## src/rtl/smart_lighting_pkg.sv

```systemverilog
// Shared types and sizing helpers for the smart lighting controller.
// Optional input synchronizer is selected with SLS_INPUT_SYNC_EN (see top).
package smart_lighting_pkg;

  typedef enum logic [2:0] {
    S_OFF     = 3'd0,
    S_ON      = 3'd1,
    S_DIM     = 3'd2,
    S_MAN_ON  = 3'd3,
    S_MAN_OFF = 3'd4
  } sls_state_e;

  // Width able to hold the largest of the hold, dim and PWM counts.
  function automatic int sls_cnt_w(input int hold, input int dim, input int period);
    int m;
    m = hold;
    if (dim > m) m = dim;
    if (period > m) m = period;
    return $clog2(m + 1);
  endfunction

endpackage

```

## src/rtl/smart_lighting_ctrl_if.sv

```systemverilog
// Sensor/switch inputs and lamp drive of the lighting controller.
// Optional input synchronizer is selected with SLS_INPUT_SYNC_EN (see top).
interface smart_lighting_ctrl_if;
  logic motion;
  logic light_level;
  logic manual_on;
  logic manual_off;
  logic light;

  modport master (
    output motion, light_level, manual_on, manual_off,
    input  light
  );

  modport slave (
    input  motion, light_level, manual_on, manual_off,
    output light
  );
endinterface

```

## src/rtl/sls_pwm_dimmer.sv

```systemverilog
// Dim-mode PWM counter; o_on_nxt is the lamp level for the counter value after this edge.
// Optional input synchronizer is selected with SLS_INPUT_SYNC_EN (see top).
module sls_pwm_dimmer #(
  parameter int PWM_PERIOD = 4,
  parameter int DIM_DUTY   = 1
) (
  input  logic clk,
  input  logic reset,
  input  logic i_clr,
  input  logic i_en,
  output logic o_on_nxt
);
  localparam int PW = $clog2(PWM_PERIOD);

  logic [PW-1:0] r_cnt;
  logic [PW-1:0] w_cnt_nxt;

  always_comb begin
    w_cnt_nxt = r_cnt;
    if (i_clr)
      w_cnt_nxt = '0;
    else if (i_en)
      w_cnt_nxt = (r_cnt == PW'(PWM_PERIOD - 1)) ? '0 : r_cnt + PW'(1);
  end

  assign o_on_nxt = (w_cnt_nxt < PW'(DIM_DUTY));

  always_ff @(posedge clk) begin
    if (reset)
      r_cnt <= '0;
    else
      r_cnt <= w_cnt_nxt;
  end
endmodule

```

## src/rtl/smart_lighting_ctrl.sv

```systemverilog
// Room-lighting controller: motion-at-night lamp with full-hold, PWM dim, then off; manual overrides.
// Define SLS_INPUT_SYNC_EN to add 2-flop input synchronizers (3-cycle input-to-light latency).
module smart_lighting_ctrl
  import smart_lighting_pkg::*;
#(
  parameter int HOLD_CYCLES = 4,
  parameter int DIM_CYCLES  = 8,
  parameter int PWM_PERIOD  = 4,
  parameter int DIM_DUTY    = 1
) (
  input  logic clk,
  input  logic reset,
  smart_lighting_ctrl_if.slave bus
);
  localparam int CW = sls_cnt_w(HOLD_CYCLES, DIM_CYCLES, PWM_PERIOD);

  localparam logic [2:0] ST_OFF     = S_OFF;
  localparam logic [2:0] ST_ON      = S_ON;
  localparam logic [2:0] ST_DIM     = S_DIM;
  localparam logic [2:0] ST_MAN_ON  = S_MAN_ON;
  localparam logic [2:0] ST_MAN_OFF = S_MAN_OFF;

  logic [3:0]    w_raw;
  logic [3:0]    w_in;
  logic          w_motion, w_dark, w_man_on, w_man_off, w_md;
  logic [2:0]    r_state, w_state_nxt;
  logic [CW-1:0] r_hold, w_hold_nxt;
  logic [CW-1:0] r_dim, w_dim_nxt;
  logic          r_light, w_light_nxt;
  logic          w_pwm_clr, w_pwm_en, w_pwm_on;

  assign w_raw = {bus.motion, bus.light_level, bus.manual_on, bus.manual_off};

`ifdef SLS_INPUT_SYNC_EN
  genvar gi;
  generate
    for (gi = 0; gi < 4; gi++) begin : g_sync
      logic r_s1, r_s2;
      always_ff @(posedge clk) begin
        if (reset) begin
          r_s1 <= 1'b0;
          r_s2 <= 1'b0;
        end else begin
          r_s1 <= w_raw[gi];
          r_s2 <= r_s1;
        end
      end
      assign w_in[gi] = r_s2;
    end
  endgenerate
`else
  assign w_in = w_raw;
`endif

  assign {w_motion, w_dark, w_man_on, w_man_off} = w_in;
  assign w_md = w_motion & w_dark;

  always_comb begin
    w_state_nxt = r_state;
    w_hold_nxt  = r_hold;
    w_dim_nxt   = r_dim;
    w_pwm_clr   = 1'b0;
    w_pwm_en    = 1'b0;
    if (w_man_off)
      w_state_nxt = ST_MAN_OFF;
    else if (w_man_on)
      w_state_nxt = ST_MAN_ON;
    else begin
      case (r_state)
        ST_MAN_ON, ST_MAN_OFF: w_state_nxt = ST_OFF;
        ST_OFF: begin
          if (w_md) begin
            w_state_nxt = ST_ON;
            w_hold_nxt  = CW'(HOLD_CYCLES);
          end
        end
        ST_ON: begin
          if (!w_dark)
            w_state_nxt = ST_OFF;
          else if (w_md)
            w_hold_nxt = CW'(HOLD_CYCLES);
          else if (r_hold == CW'(1)) begin
            w_state_nxt = ST_DIM;
            w_dim_nxt   = CW'(DIM_CYCLES);
            w_pwm_clr   = 1'b1;
          end else
            w_hold_nxt = r_hold - CW'(1);
        end
        ST_DIM: begin
          // Daylight beats motion; motion beats dim expiry.
          if (!w_dark)
            w_state_nxt = ST_OFF;
          else if (w_md) begin
            w_state_nxt = ST_ON;
            w_hold_nxt  = CW'(HOLD_CYCLES);
          end else if (r_dim == CW'(1))
            w_state_nxt = ST_OFF;
          else begin
            w_dim_nxt = r_dim - CW'(1);
            w_pwm_en  = 1'b1;
          end
        end
        default: w_state_nxt = ST_OFF;
      endcase
    end
  end

  always_comb begin
    w_light_nxt = 1'b0;
    case (w_state_nxt)
      ST_ON, ST_MAN_ON: w_light_nxt = 1'b1;
      ST_DIM:           w_light_nxt = w_pwm_on;
      default:          w_light_nxt = 1'b0;
    endcase
  end

  sls_pwm_dimmer #(
    .PWM_PERIOD (PWM_PERIOD),
    .DIM_DUTY   (DIM_DUTY)
  ) u_dimmer (
    .clk      (clk),
    .reset    (reset),
    .i_clr    (w_pwm_clr),
    .i_en     (w_pwm_en),
    .o_on_nxt (w_pwm_on)
  );

  always_ff @(posedge clk) begin
    if (reset) begin
      r_state <= ST_OFF;
      r_hold  <= '0;
      r_dim   <= '0;
      r_light <= 1'b0;
    end else begin
      r_state <= w_state_nxt;
      r_hold  <= w_hold_nxt;
      r_dim   <= w_dim_nxt;
      r_light <= w_light_nxt;
    end
  end

  assign bus.light = r_light;
endmodule

```

## src/flat_wrapper.sv

```systemverilog
// flat-port wrapper written by rule: the top's interface ports become plain ports
module smart_lighting_ctrl_flat import smart_lighting_pkg::*;
#(
  parameter int HOLD_CYCLES = 4,
  parameter int DIM_CYCLES  = 8,
  parameter int PWM_PERIOD  = 4,
  parameter int DIM_DUTY    = 1
)
  (clk, reset, bus_motion, bus_light_level, bus_manual_on, bus_manual_off, bus_light);
  smart_lighting_ctrl_if bus_i ();
  input  logic clk;
  input  logic reset;
  input wire logic [$bits(bus_i.motion)-1:0] bus_motion;
  input wire logic [$bits(bus_i.light_level)-1:0] bus_light_level;
  input wire logic [$bits(bus_i.manual_on)-1:0] bus_manual_on;
  input wire logic [$bits(bus_i.manual_off)-1:0] bus_manual_off;
  output wire logic [$bits(bus_i.light)-1:0] bus_light;
  assign bus_i.motion = bus_motion;
  assign bus_i.light_level = bus_light_level;
  assign bus_i.manual_on = bus_manual_on;
  assign bus_i.manual_off = bus_manual_off;
  assign bus_light = bus_i.light;
  smart_lighting_ctrl #(.HOLD_CYCLES(HOLD_CYCLES), .DIM_CYCLES(DIM_CYCLES), .PWM_PERIOD(PWM_PERIOD), .DIM_DUTY(DIM_DUTY)) u_core (.clk(clk), .reset(reset), .bus(bus_i));
endmodule
```

## config.mk

```make
export PLATFORM = sky130hd
export DESIGN_NAME = smart_lighting_ctrl_flat
export DESIGN_NICKNAME = d
export VERILOG_FILES = /design/src/rtl/smart_lighting_pkg.sv /design/src/rtl/smart_lighting_ctrl_if.sv /design/src/rtl/sls_pwm_dimmer.sv /design/src/rtl/smart_lighting_ctrl.sv /design/src/flat_wrapper.sv
export SDC_FILE = /design/constraint.sdc
export NUM_CORES = 1
export LEC_CHECK = 0
export BUFFER_PORTS_ARGS = -buffer_cell sky130_fd_sc_hd__buf_2
export CORE_MARGIN = 5
export CORE_UTILIZATION = 60
export CTS_BUF_LIST = sky130_fd_sc_hd__clkbuf_8
export DETAILED_ROUTE_END_ITERATION = 10
export PLACE_DENSITY = 0.8
export SLEW_MARGIN = 20
export SYNTH_ARGS = -nofsm -noshare
export SYNTH_HDL_FRONTEND = slang
export SYNTH_SLANG_ARGS = --single-unit
```

## constraint.sdc

```tcl
create_clock -name clk -period 3.45 [get_ports clk]
set_input_delay 0.345 -clock clk [delete_from_list [all_inputs] [get_ports clk]]
set_output_delay 0.345 -clock clk [all_outputs]
set_load 0.005 [all_outputs]
```

Word level (Yosys, flattened, before mapping)
Cells that the tools add are included. W data, S select, Z words.

Register bits: 14. Output and inout bits: 1.

Add/sub/neg operators: 3. Order comparisons: 1. Equal/unequal tests: 15. Mux-type cells: 39. Bitwise gates (word level): 3. Reductions and logical operators: 6.

Operators with widths (number): $mux W4 (11); $mux W3 (9); $mux W1 (12); $pmux W4 S3 (1); $ne A2 B2 Y1 const B (5); $eq A3 B2 Y1 const B (3); $pmux W3 S3 (1); $reduce_and A9 Y1 (1); $eq A4 B1 Y1 const B (2); $pmux W4 S2 (1); $sub A4 B1 Y4 const B (2); $eq A3 B1 Y1 const B (2); $mux W2 (3); $reduce_and A6 Y1 (1); $logic_not A3 Y1 (1); $ne A3 B2 Y1 const B (1); $reduce_bool A3 Y1 (1); $add A2 B1 Y2 const B (1); $eq A2 B2 Y1 const B (1); $lt A2 B1 Y1 const B (1); $ne A2 B1 Y1 const B (1); $not A1 Y1 (2); $pmux W1 S2 (1); $reduce_bool A2 Y1 (1); other kinds (2) (2).

Longest topological paths before layout
Gate-level depths: netlist (run 1).

Depth in word-level cells: 11. Depth in mapped cells: 7. Gate-level depth less buffers: 6.

Cells and area by module
From an unflattened synthesis (run 1), not the netlist that was laid out.

Cells, all modules: 107. Area total of the unflattened synthesis: 910.9 um^2.

By module, submodules not included: smart_lighting_ctrl (instances 1, cells each 95, area each 790.8 um^2, sequential area each 240.2 um^2); sls_pwm_dimmer (instances 1, cells each 12, area each 120.1 um^2, sequential area each 40.0 um^2).

Least setup slack after synthesis (run 1)
Ideal clock, no wire load.

Path type: register to register. Start point: register u_core.r_state[0]. End point: register u_core.r_dim[2]. Arrival: 1774 ps. Data required time: 3380 ps. Slack: 1606 ps. Stages on the path, launching flop included: 6. Buffers on the path: 1. Period minus slack after synthesis: 1844 ps. Path through: dfxtp_1 > or3b_1 > or4_4 > buf_6 > or3_1 > a21oi_1.

Longest elaborated chain between the ends: 3. Elaborated cells on any way between the ends: 11. Classes of those cells: eq/ne: 8; mux: 1; reduce/logical: 2.

RTL lines: from (decl) (RTL line smart_lighting_ctrl.sv:26) `logic [2:0] r_state, w_state_nxt;`; from (signal assigned) (RTL line smart_lighting_ctrl.sv:135) `r_state <= w_state_nxt;`; $eq A3 B2 Y1 / $eq A3 B1 Y1 (equally long branches) (RTL line smart_lighting_ctrl.sv:69) `case (r_state)`; $ne A2 B2 Y1 (no line), or another cell as far along; $reduce_and A9 Y1 (no line); to (signal assigned) (RTL line smart_lighting_ctrl.sv:137) `r_dim <= w_dim_nxt;`; to (decl) (RTL line smart_lighting_ctrl.sv:28) `logic [CW-1:0] r_dim, w_dim_nxt;`.

Several ways; a longest one is shown, not always the timed one. A chain may end at the register's enable or synchronous reset.

Worst setup path in the final report (run 1)
Start point: register u_core.r_state[0]. End point: register u_core.r_dim[3].

Same word-level chain as after synthesis.

==> impl_metrics.yaml, run 1 <==
clocking:
  worst_skew_pair.late_latency_ns: 0.24
  postCtsSetupBuffers: 0
  clock_tree.buffer_depth: 2
  cts_hold_buf: 0
  cts_repair_resize_count: 0
  cts_buffers: 3
  clk_pin_slew_ns: 0.05
  tritoncts_num_sinks: 14
  cts.htree.levels: 1
  tritoncts: "yes"
  cts.root.buffer_cell: "sky130_fd_sc_hd__clkbuf_8"
timing:
  final.setup.tns_ns: 0
  fmax_ghz: 0.5032
  relSlewSlack: 0.6272
  finalHoldViolCount: 0
  number_of_max_slew_violations_in_the_final_report: 0
  fin_crit_sh: 0.5760
  finClkSkew_ns: 0.001067
  finalSetupViolCount: 0
  unrepaired_setup_endpoints_after_global_routing: "no"
  post-route-min-period_ns: 1.987
  worst_slew_pin_tran_ns: 0.5542
worst_setup_path:
  required_ns: 3.61
  worstPathCellList: "or3b_1 -> or4_4 -> or3_1 -> a31oi_1"
  critical_path_peak_fanout: 12
  timing.critical_path.buf_inv: 0
  crit_type: "reg2reg"
  critical_path.startpoint_type: "flip-flop"
  cp-end-kind: "flip-flop"
  critical_path_s_slowest_cell: "sky130_fd_sc_hd__or4_4"
  worstPathArrival_ns: 2.15
  critPathMaxStageDelay_ns: 0.61
  cp_top_family: "simple AND/OR/NAND/NOR gates"
logic_synthesis:
  ys_top_cells_by_count: "sky130_fd_sc_hd__dfxtp_1 (14), sky130_fd_sc_hd__inv_1 (6), sky130_fd_sc_hd__nor2_1 (6)"
  synth.largest_area_cell: "sky130_fd_sc_hd__dfxtp_1"
  cell_area_synth_sq_um: 799.5
  synth_ff_type: "sky130_fd_sc_hd__dfxtp_1"
  yosysWarningCount: 0
  post-synth-top-count-cell: "sky130_fd_sc_hd__dfxtp_1"
  netlist-cell-type-count: 30
  synth.avg_cell_area_sq_um: 8.690
  synth_enable_flop_cells: 0
  synth_async_sr_flop_share: 0
  mappedNetlistNets: 103
  synthesis.instances: 92
  netlist_top_cells_area: "sky130_fd_sc_hd__dfxtp_1 (35%), sky130_fd_sc_hd__ha_1 (7.8%), sky130_fd_sc_hd__mux2i_1 (3.8%)"
  synth.top_cell.area_share: 0.3505
  seq_area_frac_synth: 0.3505
  synth-seq-cells: 14
routing:
  totalWireLength_um: 1558
  first_pass_iters: 4
  antenna_left: 0
  detail_route.iter0.violations: 11
  vias: 693
  detail_route.wl_per_cell_um: 13.79
  via_per_inst: 6.133
  remaining_drc_errors: 0
finish:
  area_growth_pct: 8.920
  layout_cell_share_with_drive_strength_beyond_1: 0.1429
  finalNetCount: 111
  diodes: 0
  fillers: 110
  final_cell_count_no_fill: 113
floorplan:
  dieArea_sq_mm: 0.002163
  die_w_um: 46.51
  cell_row_count: 13
  die_h_um: 46.51
  initial_core_util: 0.6222
  standard_cell_core_area_sq_mm: 0.001285
  io_pins: 7
grt:
  largest_net_degree_at_the_start_of_global_routing: 15
  wire_length_of_the_first_global_routing_pass_um: 2677
  grt_pass1_vias: 680
  grt_antenna_before_repair: 0
  global_route.overflow_total: 0
  groute.usage.overall: 0.1735
power_and_ir_drop:
  power_density_mw_per_mm2: 372.0
  cellLeakagePower_nw: 0.3439
  ir_worst_vdd_mv: 0.2186
hold_path:
  hp-class: "in2reg"
place:
  place_congestion: 0.8455
  dpl.cell_count: 110
  hpwlAfterDp_um: 1187
  port_buffers: 6
status:
  status: "finished, final reports clean"
run:
  max_cap_viol_count: 0
-- state kept, by name (all words and copies together) (netlist names) --
signal,cells
u_core.r_dim,4
u_core.r_hold,4
u_core.r_state,3
u_core.u_dimmer.r_cnt,2
u_core.bus.light,1
-- layout by cell type, fill, tap and decap left out, types with 4 or more instances in the layout --
master / synthesis / layout
sky130_fd_sc_hd__buf_2: 0 / 6
sky130_fd_sc_hd__or3_1: 4 / 4
sky130_fd_sc_hd__dfxtp_1: 14 / 14
sky130_fd_sc_hd__nor2_1: 6 / 6
sky130_fd_sc_hd__o21ai_0: 5 / 5
sky130_fd_sc_hd__nand2b_1: 4 / 4
sky130_fd_sc_hd__a21oi_1: 5 / 5
sky130_fd_sc_hd__inv_1: 6 / 6
sky130_fd_sc_hd__or4_1: 4 / 4
sky130_fd_sc_hd__ha_1: 5 / 5
sky130_fd_sc_hd__nor3b_1: 4 / 4
-- power by group --
group | switching (mW) | internal (mW)
Sequential | 0.00278 | 0.166
Combinational | 0.0149 | 0.0126
Clock | 0.0507 | 0.0769
Total | 0.0684 | 0.256
-- cell families after synthesis --
family	after synthesis	synth area share
and+or+nand+nor	42	0.3318
AOI/OAI and AO/OA	19	0.1502
DFF	14	0.3505
buffers and inverters	9	0.05164
adders and majority gates	5	0.07825
muxes	3	0.03756
-- path summary, 6_finish.rpt --
check / startpoint / to / slack, ns / depth (start not counted)
worst max-delay path: u_core.r_state[0] / u_core.r_dim[3] / 1.46 / 4
worst min-delay path: bus_manual_off / u_core.r_state[2] / 0.35 / 2
worst max register to register: u_core.r_state[0] / u_core.r_dim[3] / 1.46 / 4
worst min register to register: u_core.r_hold[1] / u_core.r_hold[1] / 0.49 / 2
-- metal layers --
| layer | vias up | global-route usage | share of wire |
|---|---|---|---|
| met5 | - | 0 | 0 |
| met4 | 0 | 0.08523 | 0.015 |
| met3 | 4 | 0.03516 | 0.046 |
| met2 | 17 | 0.2995 | 0.49 |
| met1 | 320 | 0.1995 | 0.45 |
| li1 | 352 | - | - |
-- final cells by class --
cell class	count	area (sq um)	share of cell area
well taps	15	18.77	0.02155
multi-input cells	69	478.0	0.5489
inverters	6	22.52	0.02586
clock buffers	3	41.29	0.04741
repair buffers	6	30.03	0.03448
flip-flops and latches	14	280.3	0.3218
-- through the flow --
step                      area [sq um]  setup WS, ns  utilization  hold WS [ns]  power, mW
final                            870.8         1.463       0.6777        0.3490     0.3239
after global routing             870.8         1.394       0.6777        0.3847     0.3401
after CTS                        870.8         1.461       0.6777        0.3504     0.3281
after detailed placement         829.5         1.422       0.6456        0.4878     0.1990
after global placement           829.5         1.493       0.6456        0.4759     0.1983
after floorplan                  799.5         1.606            -        0.4526     0.1900
(Power assumes the default switching activity.)
==> inputs of run 2 (changes only) <==
==> constraint.sdc (replaced) <==
create_clock -name clk -period 1.86 [get_ports clk]
set_input_delay 0.186 -clock clk [delete_from_list [all_inputs] [get_ports clk]]
set_output_delay 0.186 -clock clk [all_outputs]
set_load 0.005 [all_outputs]
==> impl_metrics.yaml, run 2 (same netlist as run 1, synthesis figures left out) <==
clocking:
  tritoncts_num_sinks: 14
  cts.root.buffer_cell: "sky130_fd_sc_hd__clkbuf_8"
  cts_hold_buf: 0
  cts_buffers: 3
  worst_skew_pair.late_latency_ns: 0.24
  clk_pin_slew_ns: 0.05
  clock_tree.buffer_depth: 2
  cts.htree.levels: 1
  postCtsSetupBuffers: 0
  tritoncts: "yes"
grt:
  groute.usage.overall: 0.1660
  grt_met1_usage: 0.1916
  grt_pass1_vias: 654
  grt.busiest_layer: "met2"
  grt_antenna_before_repair: 0
  met2_usage: 0.2802
  gr-usage-met3: 0.03906
  wire_length_of_the_first_global_routing_pass_um: 2546
  largest_net_degree_at_the_start_of_global_routing: 14
  global_route.overflow_total: 0
floorplan:
  die_w_um: 46.51
  io_pins: 7
  dieArea_sq_mm: 0.002163
  initial_core_util: 0.6222
  die_h_um: 46.51
  cell_row_count: 13
  standard_cell_core_area_sq_mm: 0.001285
finish:
  layout_cell_share_with_drive_strength_beyond_1: 0.2190
  mostFrequentLayoutCells: "sky130_fd_sc_hd__dfxtp_1 (13), sky130_fd_sc_hd__inv_1 (6), sky130_fd_sc_hd__nor2_1 (6), sky130_fd_sc_hd__buf_2 (6), sky130_fd_sc_hd__buf_4 (6)"
  area_growth_pct: 16.12
  finalNetCount: 118
  diodes: 0
  biggestRegsByFlops: "u_core.r_dim (4), u_core.r_hold (4), u_core.r_state (3)"
  layout.cells.most_common: "sky130_fd_sc_hd__dfxtp_1"
power_and_ir_drop:
  ir_worst_vdd_mv: 0.3955
  totalPowerFinal_uw: 611.8
  power_density_mw_per_mm2: 658.9
  cellLeakagePower_nw: 0.3747
timing:
  fmax_ghz: 0.5473
  finClkSkew_ns: 0.0003844
  finalSetupViolCount: 0
  finalHoldViolCount: 0
  worst_slew_pin_tran_ns: 0.4183
  number_of_max_slew_violations_in_the_final_report: 0
  fin_crit_sh: 0.9823
  hold_ws_ns: 0.1911
  post-route-min-period_ns: 1.827
  relSlewSlack: 0.7211
routing:
  vias: 741
  detail_route.iter0.violations: 17
  totalWireLength_um: 1671
  antenna_left: 0
  via_per_inst: 6.175
  remaining_drc_errors: 0
  detail_route.wl_per_cell_um: 13.93
  first_pass_iters: 4
worst_setup_path:
  rr_worst_depth: 5
  critical_path_peak_fanout: 5
  regToRegSetupSlack_ns: 0.03
  cp-end-kind: "flip-flop"
  worst_r2r_startpoint: "u_core.r_state[0]"
  crit_type: "reg2reg"
  r2r_end: "u_core.bus.light"
  required_ns: 1.97
  critical_path.startpoint_type: "flip-flop"
  worstPathArrival_ns: 1.94
run:
  max_cap_viol_count: 0
status:
  status: "finished, final reports clean"
hold_path:
  min_path_cells: 2
  hold_end: "u_core.r_state[2]"
  hold_path_startpoint: "bus_manual_off"
  hp-class: "in2reg"
place:
  place_congestion: 0.8390
  port_buffers: 6
  hpwlAfterDp_um: 1176
==> run 2: cell count changes in the layout (fill, tap and decap cells not counted), sizes merged <==
cell	previous run	this run
buf	6	12
or4	5	6
==> run 2: cell type report <==
cell class / count / area [sq um]
Clock buffer: 3 / 41.29
Fill cell: 104 / 356.6
Inverter: 6 / 22.52
Multi-Input combinational cell: 70 / 489.2
Sequential cell: 14 / 281.5
Tap cell: 15 / 18.77
Timing Repair Buffer: 12 / 75.07
==> run 2: per-layer routing <==
metal  wire length, um  share of wire
met1               754           0.45
met2               839           0.50
met4                23          0.014
met3                54          0.032
met5                 0              0
==> run 2: how the worst max path moves through the flow <==
stage | from | to | depth (start not counted)
after floorplan | u_core.r_state[0] | u_core.r_dim[2] | 5
after global placement | u_core.r_state[0] | u_core.r_dim[3] | 4
after detailed placement | u_core.r_state[0] | u_core.r_dim[3] | 4
after CTS | u_core.r_dim[1] | u_core.r_dim[3] | 6
after global routing | u_core.r_state[0] | u_core.bus.light | 5
final | u_core.r_state[0] | u_core.bus.light | 5
==> run 2: worst max-delay path: stages, from the launching register on <==
cell                        delay [ns]
sky130_fd_sc_hd__dfxtp_1          0.32
sky130_fd_sc_hd__or3b_4           0.41
sky130_fd_sc_hd__or4_4            0.52
sky130_fd_sc_hd__buf_4            0.17
sky130_fd_sc_hd__mux2i_1          0.18
sky130_fd_sc_hd__a2bb2oi_1        0.10
==> run 2: metrics by stage <==
stage               cells    TNS, ns    util  area (sq um)  setup slack [ns]
global route          120   -0.01526  0.7225         928.4          -0.01526
CTS                   119          0  0.7128         915.9           0.01251
floorplan              92          0       -         799.5           0.01636
detailed placement    116  -0.005283  0.6806         874.6         -0.005283
global placement      116          0  0.6806         874.6           0.02104
finish                120          0  0.7225         928.4           0.03285
==> run 2: repair_timing <==
action | in CTS | in global routing
hold endpoints to repair | 0 | 0
setup endpoints to repair | 1 | 5
gates resized for setup | 0 | 4
cloned | 0 | 1
pin swaps | 1 | 3
==> run 2: where the power goes <==
part | internal [mW] | switching (mW) | leakage, nW
registers | 0.308 | 0.00564 | 0.114
logic | 0.0284 | 0.0306 | 0.239
clock network | 0.143 | 0.0961 | 0.0216
total | 0.479 | 0.132 | 0.375
==> inputs of run 3 (changes only) <==
--- a/config.mk
+++ b/config.mk
@@ -11,6 +11,7 @@
 export CTS_BUF_LIST = sky130_fd_sc_hd__clkbuf_8
 export DETAILED_ROUTE_END_ITERATION = 10
 export PLACE_DENSITY = 0.8
+export RECOVER_POWER = 100
 export SLEW_MARGIN = 20
 export SYNTH_ARGS = -nofsm -noshare
 export SYNTH_HDL_FRONTEND = slang
==> impl_metrics.yaml, run 3 (same netlist as run 1, synthesis figures left out) <==
place:
  dpl.cell_count: 116
  placed_cell_area_sq_um: 874.6
  port_buffers: 6
  place_congestion: 0.8390
  preCtsSetupSlack_ns: -0.005283
  hpwlAfterDp_um: 1176
finish:
  layout.core_utilization: 0.7118
  finalNetCount: 118
  mostFrequentLayoutCells: "sky130_fd_sc_hd__dfxtp_1 (13), sky130_fd_sc_hd__inv_1 (6), sky130_fd_sc_hd__nor2_1 (6)"
  area_of_all_placed_cells_without_fillers_sq_um: 914.6
  biggestRegsByFlops: "u_core.r_dim (4), u_core.r_hold (4), u_core.r_state (3)"
  diodes: 0
  area_growth_pct: 14.40
  layout_cell_share_with_drive_strength_beyond_1: 0.1905
  final_cell_count_no_fill: 120
  layout.cells.most_common: "sky130_fd_sc_hd__dfxtp_1"
worst_setup_path:
  crit_end: "u_core.bus.light"
  critical_path_peak_fanout: 5
  crit_type: "reg2reg"
  required_ns: 1.97
  critical_path.startpoint_type: "flip-flop"
  rr_worst_depth: 5
  worst_r2r_startpoint: "u_core.r_state[0]"
  r2r_end: "u_core.bus.light"
  worstPathArrival_ns: 1.93
  critical_path_launch_point: "u_core.r_state[0]"
  cp-end-kind: "flip-flop"
  regToRegSetupSlack_ns: 0.04
routing:
  totalWireLength_um: 1672
  detail_route.wl_per_cell_um: 13.93
  vias: 731
  first_pass_iters: 4
  via_per_inst: 6.092
  antenna_left: 0
  remaining_drc_errors: 0
  detail_route.iter0.violations: 16
grt:
  grt.busiest_layer: "met2"
  gr-usage-met3: 0.03906
  grt_pass1_vias: 654
  met2_usage: 0.2802
  grt_met1_usage: 0.1916
  global_route.overflow_total: 0
  groute.usage.overall: 0.1660
  largest_net_degree_at_the_start_of_global_routing: 14
  wire_length_of_the_first_global_routing_pass_um: 2546
  grt_antenna_before_repair: 0
timing:
  finalHoldViolCount: 0
  fin_crit_sh: 0.9767
  fmax_ghz: 0.5505
  finClkSkew_ns: 0.0003470
  post-route-min-period_ns: 1.817
  hold_ws_ns: 0.1911
  relSlewSlack: 0.7218
  worst_slack_ns: 0.04342
  final.setup.tns_ns: 0
  number_of_max_slew_violations_in_the_final_report: 0
  finalSetupViolCount: 0
  worst_slew_pin_tran_ns: 0.4172
clocking:
  clk_pin_slew_ns: 0.05
  cts_hold_buf: 0
  cts.htree.levels: 1
  clock_tree.buffer_depth: 2
  worst_skew_pair.late_latency_ns: 0.24
  cts.root.buffer_cell: "sky130_fd_sc_hd__clkbuf_8"
  cts_buffers: 3
  tritoncts: "yes"
  postCtsSetupBuffers: 0
  tritoncts_num_sinks: 14
power_and_ir_drop:
  power_density_mw_per_mm2: 666.5
  totalPowerFinal_uw: 609.6
  ir_worst_vdd_mv: 0.3894
  cellLeakagePower_nw: 0.3628
run:
  max_cap_viol_count: 0
floorplan:
  dieArea_sq_mm: 0.002163
  cell_row_count: 13
  standard_cell_core_area_sq_mm: 0.001285
  io_pins: 7
  initial_core_util: 0.6222
  die_h_um: 46.51
  die_w_um: 46.51
hold_path:
  hp-class: "in2reg"
status:
  status: "finished, final reports clean"
==> run 3: changes by cell type in the layout (fill, tap and decap cells not counted) <==
cell                       before  now
sky130_fd_sc_hd__buf_2          6    5
sky130_fd_sc_hd__buf_4          6    2
sky130_fd_sc_hd__clkbuf_1       0    3
sky130_fd_sc_hd__clkbuf_2       0    2
==> run 3: metal layers <==
layer	routed length, um	vias to the layer above
li1	-	369
met1	744	346
met2	841	12
met3	62	4
met4	23	0
met5	0	-
==> run 3: worst max-delay path: stages (launching register included) <==
cell	delay [ns]
sky130_fd_sc_hd__dfxtp_1	0.32
sky130_fd_sc_hd__or3b_4	0.41
sky130_fd_sc_hd__or4_4	0.52
sky130_fd_sc_hd__clkbuf_2	0.16
sky130_fd_sc_hd__mux2i_1	0.19
sky130_fd_sc_hd__a2bb2oi_1	0.10
==> run 3: power breakdown <==
group | total [mW] | switching [mW] | leakage (nW) | internal, mW
logic | 0.0570 | 0.0303 | 0.227 | 0.0267
registers | 0.314 | 0.00568 | 0.114 | 0.308
clock network | 0.239 | 0.0959 | 0.0216 | 0.143
==> run 3: how the worst min path moves through the flow <==
stage	end	slack [ns]	from	cells after the start
3_5_place_dp	u_core.r_state[2]	0.44	bus_manual_off	2
3_3_place_gp	u_core.r_state[2]	0.43	bus_manual_off	2
5_1_grt	u_core.r_state[2]	0.21	bus_manual_off	2
6_report	u_core.r_state[2]	0.19	bus_manual_off	2
2_1_floorplan	u_core.r_state[2]	0.31	bus_manual_off	1
4_1_cts	u_core.r_state[2]	0.19	bus_manual_off	2
==> run 3: cell type report <==
class | count | area, sq um
Clock buffer | 3 | 41.29
Fill cell | 107 | 370.4
Inverter | 6 | 22.52
Multi-Input combinational cell | 70 | 489.2
Sequential cell | 14 | 281.5
Tap cell | 15 | 18.77
Timing Repair Buffer | 12 | 61.31
==> run 3: what timing repair did <==
item                       in CTS  in global routing
hold endpoints to repair        0                  0
pin swaps                       1                  3
gates resized for setup         0                  4
gates cloned                    0                  1
setup endpoints to repair       1                  5
